<file path="src/rtl/mem_pkg.sv">
// Shared types and lane constants for the memory-access stage.
package mem_pkg;

  localparam int DATA_W = 64;
  localparam int BYTE_W = 8;
  localparam int LANES  = DATA_W / BYTE_W;

  typedef enum logic [1:0] {
    MEM_NONE  = 2'b00,
    MEM_LOAD  = 2'b01,
    MEM_STORE = 2'b10,
    MEM_RSVD  = 2'b11
  } memop_t;

  typedef enum logic [1:0] {
    SZ_BYTE  = 2'b00,
    SZ_HALF  = 2'b01,
    SZ_WORD  = 2'b10,
    SZ_DWORD = 2'b11
  } memsize_t;

  typedef enum logic [1:0] {
    S_IDLE = 2'b00,
    S_REQ  = 2'b01,
    S_WAIT = 2'b10
  } mstate_t;

  function automatic logic [3:0] lane_bytes(memsize_t s);
    return 4'd1 << s;
  endfunction

endpackage

</file>
<file path="src/rtl/load_align.sv">
// Selects the addressed big-endian lane of a load doubleword and zero/sign-extends it.
module load_align
  import mem_pkg::*;
(
  input  logic [63:0] rdata,
  input  logic [2:0]  offset,
  input  memsize_t    size,
  input  logic        is_signed,
  output logic [63:0] data
);

  logic [63:0] top;
  logic        sign;

  // Shift the addressed lane to the most significant end, then right-justify it.
  always_comb begin
    top  = rdata << {offset, 3'b000};
    sign = is_signed & top[63];
    case (size)
      SZ_BYTE: data = {{56{sign}}, top[63:56]};
      SZ_HALF: data = {{48{sign}}, top[63:48]};
      SZ_WORD: data = {{32{sign}}, top[63:32]};
      default: data = top;
    endcase
  end

endmodule

</file>
<file path="src/rtl/memory_stage.sv">
// Memory-access pipeline stage: aligned big-endian loads/stores over a variable-latency port,
// feeding the writeback buffer with single-cycle completion pulses.
module memory_stage
  import mem_pkg::*;
#(
  parameter int REG_ADDR_W = 5,
  parameter int FLAGS_W    = 4,
  parameter int TIMEOUT    = 0
) (
  input  logic                  clk,
  input  logic                  rst,
  input  logic                  in_valid,
  output logic                  in_ready,
  input  logic [0:1]            in_memop,
  input  logic [0:1]            in_size,
  input  logic                  in_signed,
  input  logic [0:63]           in_addr,
  input  logic [0:63]           in_store_data,
  input  logic [0:63]           in_alu_result,
  input  logic                  in_regwrite,
  input  logic [REG_ADDR_W-1:0] in_write_addr,
  input  logic                  in_branch,
  input  logic                  in_setflags,
  input  logic [FLAGS_W-1:0]    in_flags,
  output logic                  dmem_req,
  output logic                  dmem_we,
  output logic [0:63]           dmem_addr,
  output logic [0:63]           dmem_wdata,
  output logic [0:7]            dmem_be,
  input  logic                  dmem_gnt,
  input  logic                  dmem_rvalid,
  input  logic [0:63]           dmem_rdata,
  output logic [0:63]           nwrite_data,
  output logic                  nregwrite,
  output logic [REG_ADDR_W-1:0] nwrite_addr,
  output logic                  nbranch,
  output logic                  nsetflags,
  output logic [FLAGS_W-1:0]    nflags,
  output logic                  mem_fault
);

  localparam int WD_W = (TIMEOUT > 1) ? $clog2(TIMEOUT + 1) : 1;

  mstate_t state, state_next;
  logic [WD_W-1:0] wdog;
  logic            wd_expired;

  memop_t          op_q;
  memsize_t        size_q;
  logic            signed_q;
  logic [2:0]      off_q;
  logic [63:0]     addr_q, wdata_q, alu_q;
  logic [7:0]      be_q;
  logic            regwrite_q, branch_q, setflags_q;
  logic [REG_ADDR_W-1:0] waddr_q;
  logic [FLAGS_W-1:0]    flags_q;

  memop_t      in_op;
  memsize_t    in_sz;
  logic [2:0]  in_off;
  logic [3:0]  nbytes, slot;
  logic        misaligned;
  logic [63:0] sdata_mask, lane_wdata;
  logic [7:0]  lane_be;
  logic [63:0] load_data;
  logic        accept, pulse, fault, take_load;

  // Decode the presented op and pre-position store data and byte enables on its lane.
  always_comb begin
    in_op      = memop_t'(in_memop);
    in_sz      = memsize_t'(in_size);
    in_off     = in_addr[61:63];
    nbytes     = lane_bytes(in_sz);
    slot       = 4'(LANES) - {1'b0, in_off} - nbytes;
    case (in_sz)
      SZ_BYTE: misaligned = 1'b0;
      SZ_HALF: misaligned = in_off[0];
      SZ_WORD: misaligned = |in_off[1:0];
      default: misaligned = |in_off;
    endcase
    sdata_mask = (nbytes == 4'd8) ? '1 : ((64'd1 << {nbytes, 3'b000}) - 64'd1);
    lane_wdata = (in_store_data & sdata_mask) << {slot[2:0], 3'b000};
    lane_be    = ((8'h01 << nbytes) - 8'h01) << slot[2:0];
  end

  assign wd_expired = (TIMEOUT > 0) && (int'(wdog) >= TIMEOUT - 1);

  // Next state plus the one-cycle completion / fault decisions; a response beats the watchdog.
  always_comb begin
    state_next = state;
    accept     = 1'b0;
    pulse      = 1'b0;
    fault      = 1'b0;
    take_load  = 1'b0;
    case (state)
      S_IDLE: begin
        if (in_valid) begin
          accept = 1'b1;
          if (in_op == MEM_RSVD || (in_op != MEM_NONE && misaligned)) fault = 1'b1;
          else if (in_op == MEM_NONE) pulse = 1'b1;
          else state_next = S_REQ;
        end
      end
      S_REQ: begin
        if (dmem_gnt) begin
          if (op_q == MEM_STORE) begin
            pulse      = 1'b1;
            state_next = S_IDLE;
          end else begin
            state_next = S_WAIT;
          end
        end else if (wd_expired) begin
          fault      = 1'b1;
          state_next = S_IDLE;
        end
      end
      S_WAIT: begin
        if (dmem_rvalid) begin
          pulse      = 1'b1;
          take_load  = 1'b1;
          state_next = S_IDLE;
        end else if (wd_expired) begin
          fault      = 1'b1;
          state_next = S_IDLE;
        end
      end
      default: state_next = S_IDLE;
    endcase
  end

  load_align u_load_align (
    .rdata     (dmem_rdata),
    .offset    (off_q),
    .size      (size_q),
    .is_signed (signed_q),
    .data      (load_data)
  );

  assign in_ready   = rst && (state == S_IDLE);
  assign dmem_req   = (state == S_REQ);
  assign dmem_we    = (op_q == MEM_STORE);
  assign dmem_addr  = addr_q;
  assign dmem_wdata = wdata_q;
  assign dmem_be    = be_q;

  // State, watchdog, op capture and writeback outputs; a none-op pulses straight from the inputs.
  always_ff @(posedge clk or negedge rst) begin
    if (!rst) begin
      state       <= S_IDLE;
      wdog        <= '0;
      op_q        <= MEM_NONE;
      size_q      <= SZ_BYTE;
      signed_q    <= 1'b0;
      off_q       <= '0;
      addr_q      <= '0;
      wdata_q     <= '0;
      alu_q       <= '0;
      be_q        <= '0;
      regwrite_q  <= 1'b0;
      branch_q    <= 1'b0;
      setflags_q  <= 1'b0;
      waddr_q     <= '0;
      flags_q     <= '0;
      nwrite_data <= '0;
      nregwrite   <= 1'b0;
      nwrite_addr <= '0;
      nbranch     <= 1'b0;
      nsetflags   <= 1'b0;
      nflags      <= '0;
      mem_fault   <= 1'b0;
    end else begin
      state     <= state_next;
      wdog      <= (state == S_IDLE || state_next == S_IDLE) ? '0 : wdog + 1'b1;
      mem_fault <= fault;
      if (accept) begin
        op_q       <= in_op;
        size_q     <= in_sz;
        signed_q   <= in_signed;
        off_q      <= in_off;
        addr_q     <= {in_addr[0:60], 3'b000};
        wdata_q    <= lane_wdata;
        be_q       <= lane_be;
        alu_q      <= in_alu_result;
        regwrite_q <= in_regwrite;
        branch_q   <= in_branch;
        setflags_q <= in_setflags;
        waddr_q    <= in_write_addr;
        flags_q    <= in_flags;
      end
      if (pulse && state == S_IDLE) begin
        nwrite_data <= in_alu_result;
        nregwrite   <= in_regwrite;
        nwrite_addr <= in_write_addr;
        nbranch     <= in_branch;
        nsetflags   <= in_setflags;
        nflags      <= in_flags;
      end else if (pulse) begin
        nwrite_data <= take_load ? load_data : alu_q;
        nregwrite   <= regwrite_q;
        nwrite_addr <= waddr_q;
        nbranch     <= branch_q;
        nsetflags   <= setflags_q;
        nflags      <= flags_q;
      end else begin
        nregwrite   <= 1'b0;
        nwrite_addr <= '0;
        nbranch     <= 1'b0;
        nsetflags   <= 1'b0;
        nflags      <= '0;
      end
    end
  end

endmodule

</file>
<file path="config.mk">
export PLATFORM = sky130hd
export DESIGN_NAME = memory_stage
export DESIGN_NICKNAME = d
export VERILOG_FILES = /design/src/rtl/mem_pkg.sv /design/src/rtl/load_align.sv /design/src/rtl/memory_stage.sv
export SDC_FILE = /design/constraint.sdc
export NUM_CORES = 1
export LEC_CHECK = 0
export ABC_CLOCK_PERIOD_IN_PS = 1900
export CAP_MARGIN = 40
export CORE_MARGIN = 2
export CORE_UTILIZATION = 35
export DETAILED_ROUTE_END_ITERATION = 8
export DONT_BUFFER_PORTS = 1
export GPL_TIMING_DRIVEN = 0
export SETUP_SLACK_MARGIN = 0.2
export SLEW_MARGIN = 20
export SYNTH_ARGS = -nofsm -noshare
export SYNTH_HDL_FRONTEND = slang
export SYNTH_SLANG_ARGS = --single-unit
</file>
<file path="constraint.sdc">
create_clock -name clk -period 1.9 [get_ports clk]
set_input_delay 0.19 -clock clk [delete_from_list [all_inputs] [get_ports clk]]
set_output_delay 0.19 -clock clk [all_outputs]
set_load 0.01 [all_outputs]
</file>
==> results of run 1 <==
-- stage by stage --
| stage | setup TNS [ns] | setup slack (ns) | total power (uW) | std cells |
|---|---|---|---|---|
| CTS | -19.15 | -0.430 | 29100 | 2811 |
| floorplan | -31.89 | -0.528 | 15100 | 1862 |
| global placement | -199.86 | -1.13 | 17800 | 2469 |
| finish | -33.56 | -0.432 | 31000 | 2858 |
| global route | -41.01 | -0.451 | 32100 | 2855 |
| detailed placement | -195.96 | -1.15 | 17900 | 2473 |
-- repair_timing --
item,CTS,global route
gates cloned,30,11
buffers inserted,79,33
setup endpoints to repair,296,296
endpoints found under the hold margin,556,296
pin swaps,201,132
resized for setup,657,344
-- power by group through the flow --
stage / logic [uW] / registers [uW] / clock network [uW]
2_1_floorplan: 5330 / 9730 / 0
3_3_place_gp: 7300 / 10500 / 0
3_5_place_dp: 7430 / 10500 / 0
4_1_cts: 10700 / 10500 / 7850
5_1_grt: 13100 / 11000 / 8080
6_report: 12400 / 10800 / 7760
-- worst paths after layout --
path	depth (start not counted)	endpoint	slack, ns	start
max	6	nwrite_data[61]	-0.43	off_q[0]
min	0	nwrite_data[24]	-0.66	rst
max reg2reg	6	nwrite_data[61]	-0.43	off_q[0]
min reg2reg	2	setflags_q	0.47	setflags_q
max in group asynchronous	0	state[1]	1.95	rst
min in group clk	3	nwrite_data[63]	0.02	dmem_rdata[63]
-- cell usage after synthesis, types with 5 or more instances --
library cell | instances | area (um^2)
mux4_2 | 22 | 495
a22o_1 | 35 | 307
o221ai_1 | 7 | 61.3
o211ai_1 | 5 | 37.5
buf_1 | 11 | 41.3
a2111oi_0 | 8 | 70.1
and3_1 | 45 | 282
a221oi_1 | 14 | 123
nor3_1 | 15 | 75.1
a211o_1 | 8 | 70.1
o2bb2ai_1 | 6 | 52.6
nand4_1 | 7 | 43.8
o21ai_1 | 54 | 270
mux2_1 | 5 | 56.3
nand2b_1 | 13 | 81.3
inv_1 | 10 | 37.5
buf_4 | 6 | 45.0
dfrtp_1 | 296 | 7410
nor2b_1 | 23 | 144
a221o_1 | 9 | 90.1
buf_6 | 8 | 90.1
o31ai_1 | 9 | 67.6
and2_1 | 6 | 37.5
a22oi_1 | 17 | 128
nand2_1 | 516 | 1940
a21oi_1 | 121 | 606
nor2_1 | 61 | 229
buf_2 | 33 | 165
mux2_2 | 40 | 450
nand3b_1 | 12 | 90.1
clkbuf_1 | 106 | 398
mux2i_1 | 67 | 671
a211oi_1 | 7 | 52.6
o22ai_1 | 24 | 150
nand3_1 | 35 | 175
a31oi_1 | 15 | 93.8
o21ai_0 | 111 | 556
-- registers in the layout, indices dropped and copies added, names as in the netlist, 2 cells and up --
| register | flops |
|---|---|
| flags_q | 4 |
| nwrite_data | 64 |
| state | 2 |
| nflags | 4 |
| op_q | 2 |
| dmem_wdata | 64 |
| alu_q | 64 |
| nwrite_addr | 5 |
| waddr_q | 5 |
| dmem_be | 8 |
| size_q | 2 |
| off_q | 3 |
| dmem_addr | 61 |
-- cells by family (layout without fill, tap and decap cells) --
logic type,after synthesis,in the layout
buffers and inverters,177,562
other,1,6
XOR/XNOR,5,5
AND/OR/NAND/NOR,755,756
adder cells (fa/ha/maj),4,4
multiplexers,135,135
flip-flops,296,296
AO/OA/AOI/OAI,487,487
-- cell type report --
class,count,share of cell area
Multi-Input combinational cell,1390,0.418
Clock buffer,47,0.0391
Inverter,13,0.00218
Buffer,162,0.0765
Timing Repair Buffer,325,0.144
Antenna cell,3,0.000284
Sequential cell,296,0.280
Tap cell,607,0.0287
Clock inverter,15,0.0109
-- metal layers --
| metal | vias up | share of wire | track usage |
|---|---|---|---|
| li1 | 7337 | - | - |
| met1 | 8571 | 0.36 | 0.369 |
| met2 | 954 | 0.49 | 0.548 |
| met3 | 240 | 0.094 | 0.0990 |
| met4 | 6 | 0.053 | 0.134 |
| met5 | - | 0.00037 | 0 |
==> metrics.md, run 1 <==
| Metric | Value |
|---|---|
| First-pass GRT wire length | `114000 um` |
| Max-slew violation count | `0` |
| Final WL | `81800 um` |
| Row count | `79` |
| Crit Path Category | `reg -> reg` |
| PwrDens | `1170 nW/um^2` |
| Clock buffer depth | `3` |
| Hold Violations, Final | `296` |
| WP buf/inv | `1` |
| Routed vias | `17100` |
| Clock transition at path regs | `0.06 ns` |
| PortBufs | `0` |
| Root Buffer | `clkbuf_16` |
| Combinational share of power | `0.401` |
| Die Area | `48600 um^2` |
| Status | `complete, but fails checks` |
| RSZ-0062 raised after global routing | `true` |
| Async SR Flop Fraction | `1.00` |
| Slew margin rel. | `0.467` |
| TritonCTS Buffers | `36` |
| Startpoint Class | `register` |
| Final min period | `2.33 ns` |
| Post-synthesis mux area share | `0.103` |
| Cts hold-fix bufs | `168` |
| Synth Cell Area | `16400 um^2` |
| Chip Width | `220 um` |
| Initial antenna violation count | `5` |
| Largest family of logic cells by synthesized area | `simple AND/OR/NAND/NOR gates` |
| Synthesized flop and latch total | `296` |
| Hold slack final | `-0.665 ns` |
| Largest delay share family, worst path | `multiplexers` |
| Switching share of power | `0.386` |
| Most frequent cells in the layout | `319 x nand2_1, 294 x dfrtp_1, 168 x dlygate4sd3_1` |
| Complex-gate fraction of the synthesized area | `0.189` |
| Violated checks | `negative hold slack, negative setup slack` |
| CP Cell Sequence | `clkbuf_16, mux4_2, mux2_4, a22o_1, a2111oi_4, o21ai_1` |
| Synth Area per Inst | `8.81 um^2` |
| CTS tree | `done` |
| Ys flop type | `dfrtp_1` |
| Period utilization | `1.23` |
| Sw Pwr | `12000 uW` |
| Adder-cell share of the synthesized area | `0.00305` |
| Core ar. | `46400 um^2` |
| Leakage | `0.0117 uW` |
| Commonest non-fill, non-tap cell in the layout | `nand2_1` |
| Cell area after layout | `26400 um^2` |
| Xor and xnor area share after synthesis | `0.00443` |
| Number of max-cap violations | `0` |
| Internal power | `19000 uW` |
| Clock sinks | `296` |
| Final Core Density | `0.570` |
| Post-synth EDFFs | `0` |
| Largest net degree at the start of global routing | `298` |
| Peak VDD IR | `1.21 mV` |
| Final setup margin | `-0.432 ns` |
| DR pass1 iterations | `5` |
| Placement Cell Area | `17700 um^2` |
| Hold Crit Class | `in -> async` |
| Synth warnings | `0` |
| Worst endpoint required time | `2.32 ns` |
| Number of library cell types mapped by synthesis | `79` |
| Reg area | `7410 um^2` |
| Routability cong. | `0.997` |
| Final number of setup-violating endpoints | `240` |
| I/O pins | `494` |
| Setup crit end kind | `register` |
| Die H | `220 um` |
| Detailed-route DRC error count | `0` |
| Post-synthesis simple-gate area fraction | `0.200` |
| Avg WL per Cell | `28.6 um` |
| Worst slew pin tran | `0.799 ns` |
| Max stage delay cell, worst path | `mux4_2` |
| FILL cells | `3843` |
| Skew-Pair Late Insertion Delay | `0.56 ns` |
| Flop pwr share | `0.348` |
| Multi-input gate area in the final layout | `11000 um^2` |
| GRT Overall Usage | `0.319` |
| Vias in the first global route | `17300` |
| Dpl hpwl | `55900 um` |
| Sequential area share after synthesis | `0.452` |
| Fraction of layout cells with a size suffix above 1 | `0.411` |
| Detail Route Antenna Nets | `0` |
| Fmax achieved | `429 MHz` |
| Htree depth | `2` |
| DR vias/cell | `5.99` |
| CP peak stage delay | `0.49 ns` |
| Drt first-iter violations | `1386` |
| Total grt overflow | `0` |
| CP Max Fanout | `6` |
| Area growth from synthesis to layout | `61.2%` |
| Critical Path AT | `2.75 ns` |
| Initial Util | `0.354` |
| Clock Power Share | `0.251` |
| Layout Skew | `0.0206 ns` |
| NumNets Final | `2506` |
| Post-synthesis cell count | `1860` |
(Power assumes the default switching activity.)
==> inputs of run 2 (changes only) <==
Settings changed: SYNTH_HIERARCHICAL from default to 1.
==> metrics.md, run 2 <==
| Metric | Value |
|---|---|
| PortBufs | `0 (unchanged)` |
| Root Buffer | `clkbuf_16 (unchanged)` |
| Row count | `81 (was 79)` |
| Cts hold-fix bufs | `166 (was 168)` |
| Vias in the first global route | `18000 (was 17300)` |
| DR pass1 iterations | `5 (unchanged)` |
| Worst endpoint required time | `2.30 ns (was 2.32 ns)` |
| Most frequent cells in the layout | `395 x nand2_1, 291 x dfrtp_1, 166 x dlygate4sd3_1 (was 319 x nand2_1, 294 x dfrtp_1, 168 x dlygate4sd3_1)` |
| Clock buffer depth | `3 (unchanged)` |
| CP peak stage delay | `0.54 ns (was 0.49 ns)` |
| Status | `complete, but fails checks (unchanged)` |
| Final number of setup-violating endpoints | `294 (was 240)` |
| Worst slew pin tran | `0.941 ns (was 0.799 ns)` |
| Die Area | `51200 um^2 (was 48600 um^2)` |
| NumNets Final | `2572 (was 2506)` |
| Hold slack final | `-0.657 ns (was -0.665 ns)` |
| First-pass GRT wire length | `118000 um (was 114000 um)` |
| CP Max Fanout | `6 (unchanged)` |
| Final min period | `2.60 ns (was 2.33 ns)` |
| Initial Util | `0.354 (about the same)` |
| Most common cell in the netlist | `nand2_1 (unchanged)` |
| Final setup margin | `-0.699 ns (was -0.432 ns)` |
| CTS tree | `done (unchanged)` |
| Clock transition at path regs | `0.06 ns (about the same)` |
| Routability cong. | `0.994 (was 0.997)` |
| DR vias/cell | `6.02 (was 5.99)` |
| Period utilization | `1.37 (was 1.23)` |
| Dpl hpwl | `58000 um (was 55900 um)` |
| Post-synth top area cell | `dfrtp_1 (unchanged)` |
| Post-synth EDFFs | `0 (unchanged)` |
| Leading cell types by count after synthesis | `587 x nand2_1, 296 x dfrtp_1, 145 x mux2i_1, 144 x o21ai_0, 93 x clkbuf_1 (was 516 x nand2_1, 296 x dfrtp_1, 121 x a21oi_1, 111 x o21ai_0, 106 x clkbuf_1)` |
| Worst R2R Setup Slack | `-0.70 ns (was -0.43 ns)` |
| Max stage delay cell, worst path | `mux4_2 (unchanged)` |
| Die H | `226 um (was 220 um)` |
| Violated checks | `negative hold slack, negative setup slack (unchanged)` |
| RSZ-0062 raised after global routing | `true (unchanged)` |
| Number of library cell types mapped by synthesis | `69 (was 79)` |
| Fraction of layout cells with a size suffix above 1 | `0.367 (was 0.411)` |
| Sequential area share after synthesis | `0.429 (was 0.452)` |
| Synth Cell Area | `17300 um^2 (was 16400 um^2)` |
| Commonest non-fill, non-tap cell in the layout | `nand2_1 (unchanged)` |
| Skew-Pair Late Insertion Delay | `0.57 ns (was 0.56 ns)` |
| Post-synthesis cell count | `1959 (was 1860)` |
| Synth warnings | `6 (was 0)` |
| Area growth from synthesis to layout | `52.4% (was 61.2%)` |
| Slew margin rel. | `0.372 (was 0.467)` |
| Peak VDD IR | `0.689 mV (was 1.21 mV)` |
| Htree depth | `2 (unchanged)` |
| Leakage | `0.0121 uW (was 0.0117 uW)` |
| Largest net degree at the start of global routing | `298 (unchanged)` |
| Ys flop type | `dfrtp_1 (unchanged)` |
| Chip Width | `226 um (was 220 um)` |
| CP Cell Sequence | `buf_6, mux4_2, a2bb2oi_4, and3_4, nand2b_4, buf_8, o211ai_1, mux2_2, mux2i_1, o21ai_1 (was clkbuf_16, mux4_2, mux2_4, a22o_1, a2111oi_4, o21ai_1)` |
| Detailed-route DRC error count | `0 (unchanged)` |
| Hold Crit Class | `in -> async (unchanged)` |
| Synth Area per Inst | `8.82 um^2 (was 8.81 um^2)` |
| Detail Route Antenna Nets | `0 (unchanged)` |
| Ranking of synthesized cells by area | `dfrtp_1 43%, nand2_1 13%, mux2i_1 8.4%, mux2_2 5.7%, o21ai_0 4.2% (was dfrtp_1 45%, nand2_1 12%, mux2i_1 4.1%, a21oi_1 3.7%, o21ai_0 3.4%)` |
| Final WL | `85000 um (was 81800 um)` |
| Fmax achieved | `385 MHz (was 429 MHz)` |
| Initial antenna violation count | `12 (was 5)` |
| Setup crit end kind | `register (unchanged)` |
| Largest delay share family, worst path | `multiplexers (unchanged)` |
| Layout Skew | `0.0408 ns (was 0.0206 ns)` |
| Avg WL per Cell | `28.5 um (was 28.6 um)` |
| Clock sinks | `296 (unchanged)` |
| Hold Violations, Final | `297 (was 296)` |
| TritonCTS Buffers | `35 (was 36)` |
| Yosys top cell area share | `0.429 (was 0.452)` |
| Place WS | `-1.22 ns (was -1.15 ns)` |
| Max-slew violation count | `0 (unchanged)` |
| Crit Path Category | `reg -> reg (unchanged)` |
| Core ar. | `48800 um^2 (was 46400 um^2)` |
| Final Core Density | `0.539 (was 0.570)` |
| GRT Overall Usage | `0.313 (was 0.319)` |
| Synthesized flop and latch total | `296 (unchanged)` |
| Routed vias | `18000 (was 17100)` |
| I/O pins | `494 (unchanged)` |
| Startpoint Class | `register (unchanged)` |
| Drt first-iter violations | `1497 (was 1386)` |
| Number of max-cap violations | `0 (unchanged)` |
| Critical Path AT | `3.00 ns (was 2.75 ns)` |
| PwrDens | `1180 nW/um^2 (was 1170 nW/um^2)` |
| WP buf/inv | `2 (was 1)` |
| Async SR Flop Fraction | `1.00 (unchanged)` |
| Total grt overflow | `0 (unchanged)` |
run 2: cell count changes in the layout (fill, tap and decap cells not counted), moves of 20 or more:
| cell | previous run | this run |
|---|---|---|
| nand4_1 | 7 | 66 |
| o21ai_2 | 19 | 46 |
| a21oi_1 | 54 | 34 |
| mux2_4 | 21 | 47 |
| and3_4 | 40 | 2 |
| mux2i_1 | 49 | 107 |
| nand2_1 | 319 | 395 |
| a21oi_2 | 63 | 8 |
| o21ai_0 | 65 | 37 |
run 2: power breakdown:
group	internal [uW]	leakage [uW]	switching, uW	total (uW)
registers	8040	0.00374	2530	10600
logic	6170	0.00771	7080	13200
clock network	4460	0.000603	2840	7300
run 2: path summary, 6_finish.rpt:
check	start	endpoint	cells after the start
max reg2reg	off_q[1]	nwrite_data[37]	10
min	rst	nwrite_data[39]	0
max in group asynchronous	rst	nflags[0]	0
min in group clk	in_store_data[59]	dmem_wdata[43]	3
min reg2reg	alu_q[49]	alu_q[49]	2
max	off_q[1]	nwrite_data[37]	10
run 2: logic make-up after synthesis:
family | Yosys count | share of synthesized area
compound gates | 415 | 0.156
other cells | 1 | 0.000217
xor+xnor | 4 | 0.00369
mux | 243 | 0.154
simple gates | 812 | 0.204
buf+inv | 184 | 0.0509
flops | 296 | 0.429
fa+ha+maj | 4 | 0.00290
run 2: worst reg2reg max path, delay by kind of cell, from the launching register on:
kind / cells / cell delay, ns
multiplexers: 3 / 1.02
flip-flops: 1 / 0.40
AND/OR/NAND/NOR: 2 / 0.30
buffers and inverters: 2 / 0.28
AO/OA/AOI/OAI: 3 / 0.45
run 2: area by class of cell:
cell class	count	area, um^2
clock inverter	6	110
inverter	12	50.0
multi-input combinational	1482	11500
tap	664	831
fill	4237	22500
buffer	171	1870
sequential	296	7410
clock buffer	56	1130
antenna	6	15.0
timing repair buffer	292	3410
run 2: timing repair:
action | CTS | global route
pin swaps | 91 | 196
endpoints found under the hold margin | 545 | 296
gates resized for setup | 500 | 407
endpoints found under the setup margin | 295 | 296
buffers inserted | 67 | 18
cloned | 26 | 14
run 2: per-layer routing:
layer  global-route usage  part of all wire  vias up
met5                    0           0.00088        -
met4                0.157             0.061       12
met3                0.103              0.11      294
met2                0.511              0.47     1145
met1                0.368              0.36     8904
li1                     -                 -     7617
run 2: per-stage QoR:
stage               instances  cell area (um^2)  TNS [ns]  hold slack, ns  power, uW
floorplan                1961             17700    -33.61          -0.106      15400
global placement         2625             18600   -191.73          -0.100      18500
detailed placement       2627             18600   -201.38          -0.101      18600
CTS                      2947             24500    -42.06          -0.679      29100
global route             2983             26300   -111.91          -0.679      32300
finish                   2985             26300    -98.23          -0.657      31100
==> inputs of run 3 (changes only) <==
Settings changed: SKIP_CTS_REPAIR_TIMING from default to 1.
==> metrics.md, run 3 (synthesis gave the netlist of run 2 again) <==
| Metric | Value |
|---|---|
| CP Max Fanout | `7 (was 6)` |
| Dpl hpwl | `58000 um (unchanged)` |
| Clock buffer depth | `3 (unchanged)` |
| FILL cells | `4574 (was 4237)` |
| Slew margin rel. | `0.103 (was 0.372)` |
| Hold Violations, Final | `301 (was 297)` |
| Die Area | `51200 um^2 (unchanged)` |
| Row count | `81 (unchanged)` |
| Clock sinks | `296 (unchanged)` |
| Final min period | `2.64 ns (was 2.60 ns)` |
| Crit Path Category | `reg -> reg (unchanged)` |
| TritonCTS Buffers | `35 (unchanged)` |
| Largest net degree at the start of global routing | `298 (unchanged)` |
| Startpoint Class | `register (unchanged)` |
| Tot Pwr | `28900 uW (was 31100 uW)` |
| Detailed-route DRC error count | `0 (unchanged)` |
| NumNets Final | `2526 (was 2572)` |
| Hold Crit Class | `in -> async (unchanged)` |
| Peak VDD IR | `0.681 mV (was 0.689 mV)` |
| Routability cong. | `0.994 (unchanged)` |
| Htree depth | `2 (unchanged)` |
| Initial antenna violation count | `15 (was 12)` |
| Reg2Reg Depth | `8 (was 10)` |
| Final std cells w/o fill | `2940 (was 2985)` |
| Area growth from synthesis to layout | `38.4% (was 52.4%)` |
| Period utilization | `1.39 (was 1.37)` |
| Fmax achieved | `378 MHz (was 385 MHz)` |
| Status | `complete, but fails checks (unchanged)` |
| Root Buffer | `clkbuf_16 (unchanged)` |
| Total grt overflow | `0 (unchanged)` |
| Final WL | `81000 um (was 85000 um)` |
| Clock transition at path regs | `0.06 ns (about the same)` |
| Hold slack final | `-0.654 ns (was -0.657 ns)` |
| First-pass GRT wire length | `107000 um (was 118000 um)` |
| Final setup margin | `-0.744 ns (was -0.699 ns)` |
| DR pass1 iterations | `6 (was 5)` |
| Multi-input gate area in the final layout | `10200 um^2 (was 11500 um^2)` |
| Routed vias | `17400 (was 18000)` |
| Fraction of layout cells with a size suffix above 1 | `0.253 (was 0.367)` |
| Vias in the first global route | `16000 (was 18000)` |
| Commonest non-fill, non-tap cell in the layout | `nand2_1 (unchanged)` |
| Max-slew violation count | `0 (unchanged)` |
| Skew-Pair Late Insertion Delay | `0.56 ns (was 0.57 ns)` |
| Placement Cell Area | `18600 um^2 (unchanged)` |
| # placed instances | `2627 (unchanged)` |
| Cell area after layout | `23900 um^2 (was 26300 um^2)` |
| Violated checks | `negative hold slack, negative setup slack (unchanged)` |
| Setup crit end kind | `register (unchanged)` |
| Detail Route Antenna Nets | `0 (unchanged)` |
| PwrDens | `1210 nW/um^2 (was 1180 nW/um^2)` |
| I/O pins | `494 (unchanged)` |
| Die H | `226 um (unchanged)` |
| Reg area | `7410 um^2 (unchanged)` |
| Place WS | `-1.22 ns (unchanged)` |
| PortBufs | `0 (unchanged)` |
| Leakage | `0.0110 uW (was 0.0121 uW)` |
| Worst slew pin tran | `1.35 ns (was 0.941 ns)` |
| RSZ-0062 raised after global routing | `true (unchanged)` |
| CTS tree | `done (unchanged)` |
| Final number of setup-violating endpoints | `88 (was 294)` |
| Number of max-cap violations | `0 (unchanged)` |
| Most frequent cells in the layout | `554 x nand2_1, 291 x dfrtp_1, 155 x dlygate4sd3_1 (was 395 x nand2_1, 291 x dfrtp_1, 166 x dlygate4sd3_1)` |
| Drt first-iter violations | `1515 (was 1497)` |
| Worst endpoint required time | `2.31 ns (was 2.30 ns)` |
| Core ar. | `48800 um^2 (unchanged)` |
| Critical Path AT | `3.05 ns (was 3.00 ns)` |
| DR vias/cell | `5.91 (was 6.02)` |
| Layout Skew | `0.0339 ns (was 0.0408 ns)` |
| Chip Width | `226 um (unchanged)` |
| GRT Overall Usage | `0.286 (was 0.313)` |
| Initial Util | `0.354 (unchanged)` |
| Avg WL per Cell | `27.6 um (was 28.5 um)` |
run 3: routing by layer:
metal  up-vias  track usage  wire (um)
li1       7492            -          -
met1      8571        0.338      29400
met2      1054        0.463      38200
met3       242        0.103       9120
met4        16        0.129       4220
met5         -            0         90
run 3: final timing paths:
path,from,endpoint,slack [ns]
min,rst,nwrite_data[39],-0.65
min reg2reg,alu_q[23],alu_q[23],0.47
max reg2reg,off_q[2],nwrite_data[38],-0.74
max,off_q[2],nwrite_data[38],-0.74
max in group asynchronous,rst,dmem_addr[25],1.46
min in group clk,in_store_data[46],dmem_wdata[30],-0.03
run 3: stage by stage:
step | util | setup TNS, ns
2_1_floorplan | - | -33.61
3_3_place_gp | 0.380 | -191.73
3_5_place_dp | 0.381 | -201.38
4_1_cts | 0.406 | -173.56
5_1_grt | 0.489 | -51.03
6_report | 0.490 | -45.63
run 3: worst max-delay path: stages, from the launching register on:
cell     delay [ns]
dfrtp_2        0.50
buf_12         0.19
mux2_4         0.33
mux4_2         0.56
a32oi_2        0.33
nand2_1        0.11
mux2_2         0.28
mux2i_1        0.15
o21ai_1        0.07
run 3: layout make-up:
type	count	share of cell area
Multi-Input combinational cell	1481	0.425
Sequential cell	296	0.310
Timing Repair Buffer	247	0.108
Buffer	171	0.0676
Clock buffer	56	0.0471
Tap cell	664	0.0347
Clock inverter	6	0.00460
Inverter	12	0.00209
Antenna cell	7	0.000732
run 3: power by group:
group / internal (uW) / leakage (uW) / switching (uW)
combinational: 5060 / 0.00664 / 6270
sequential: 8040 / 0.00374 / 2320
clock: 4460 / 0.000603 / 2800
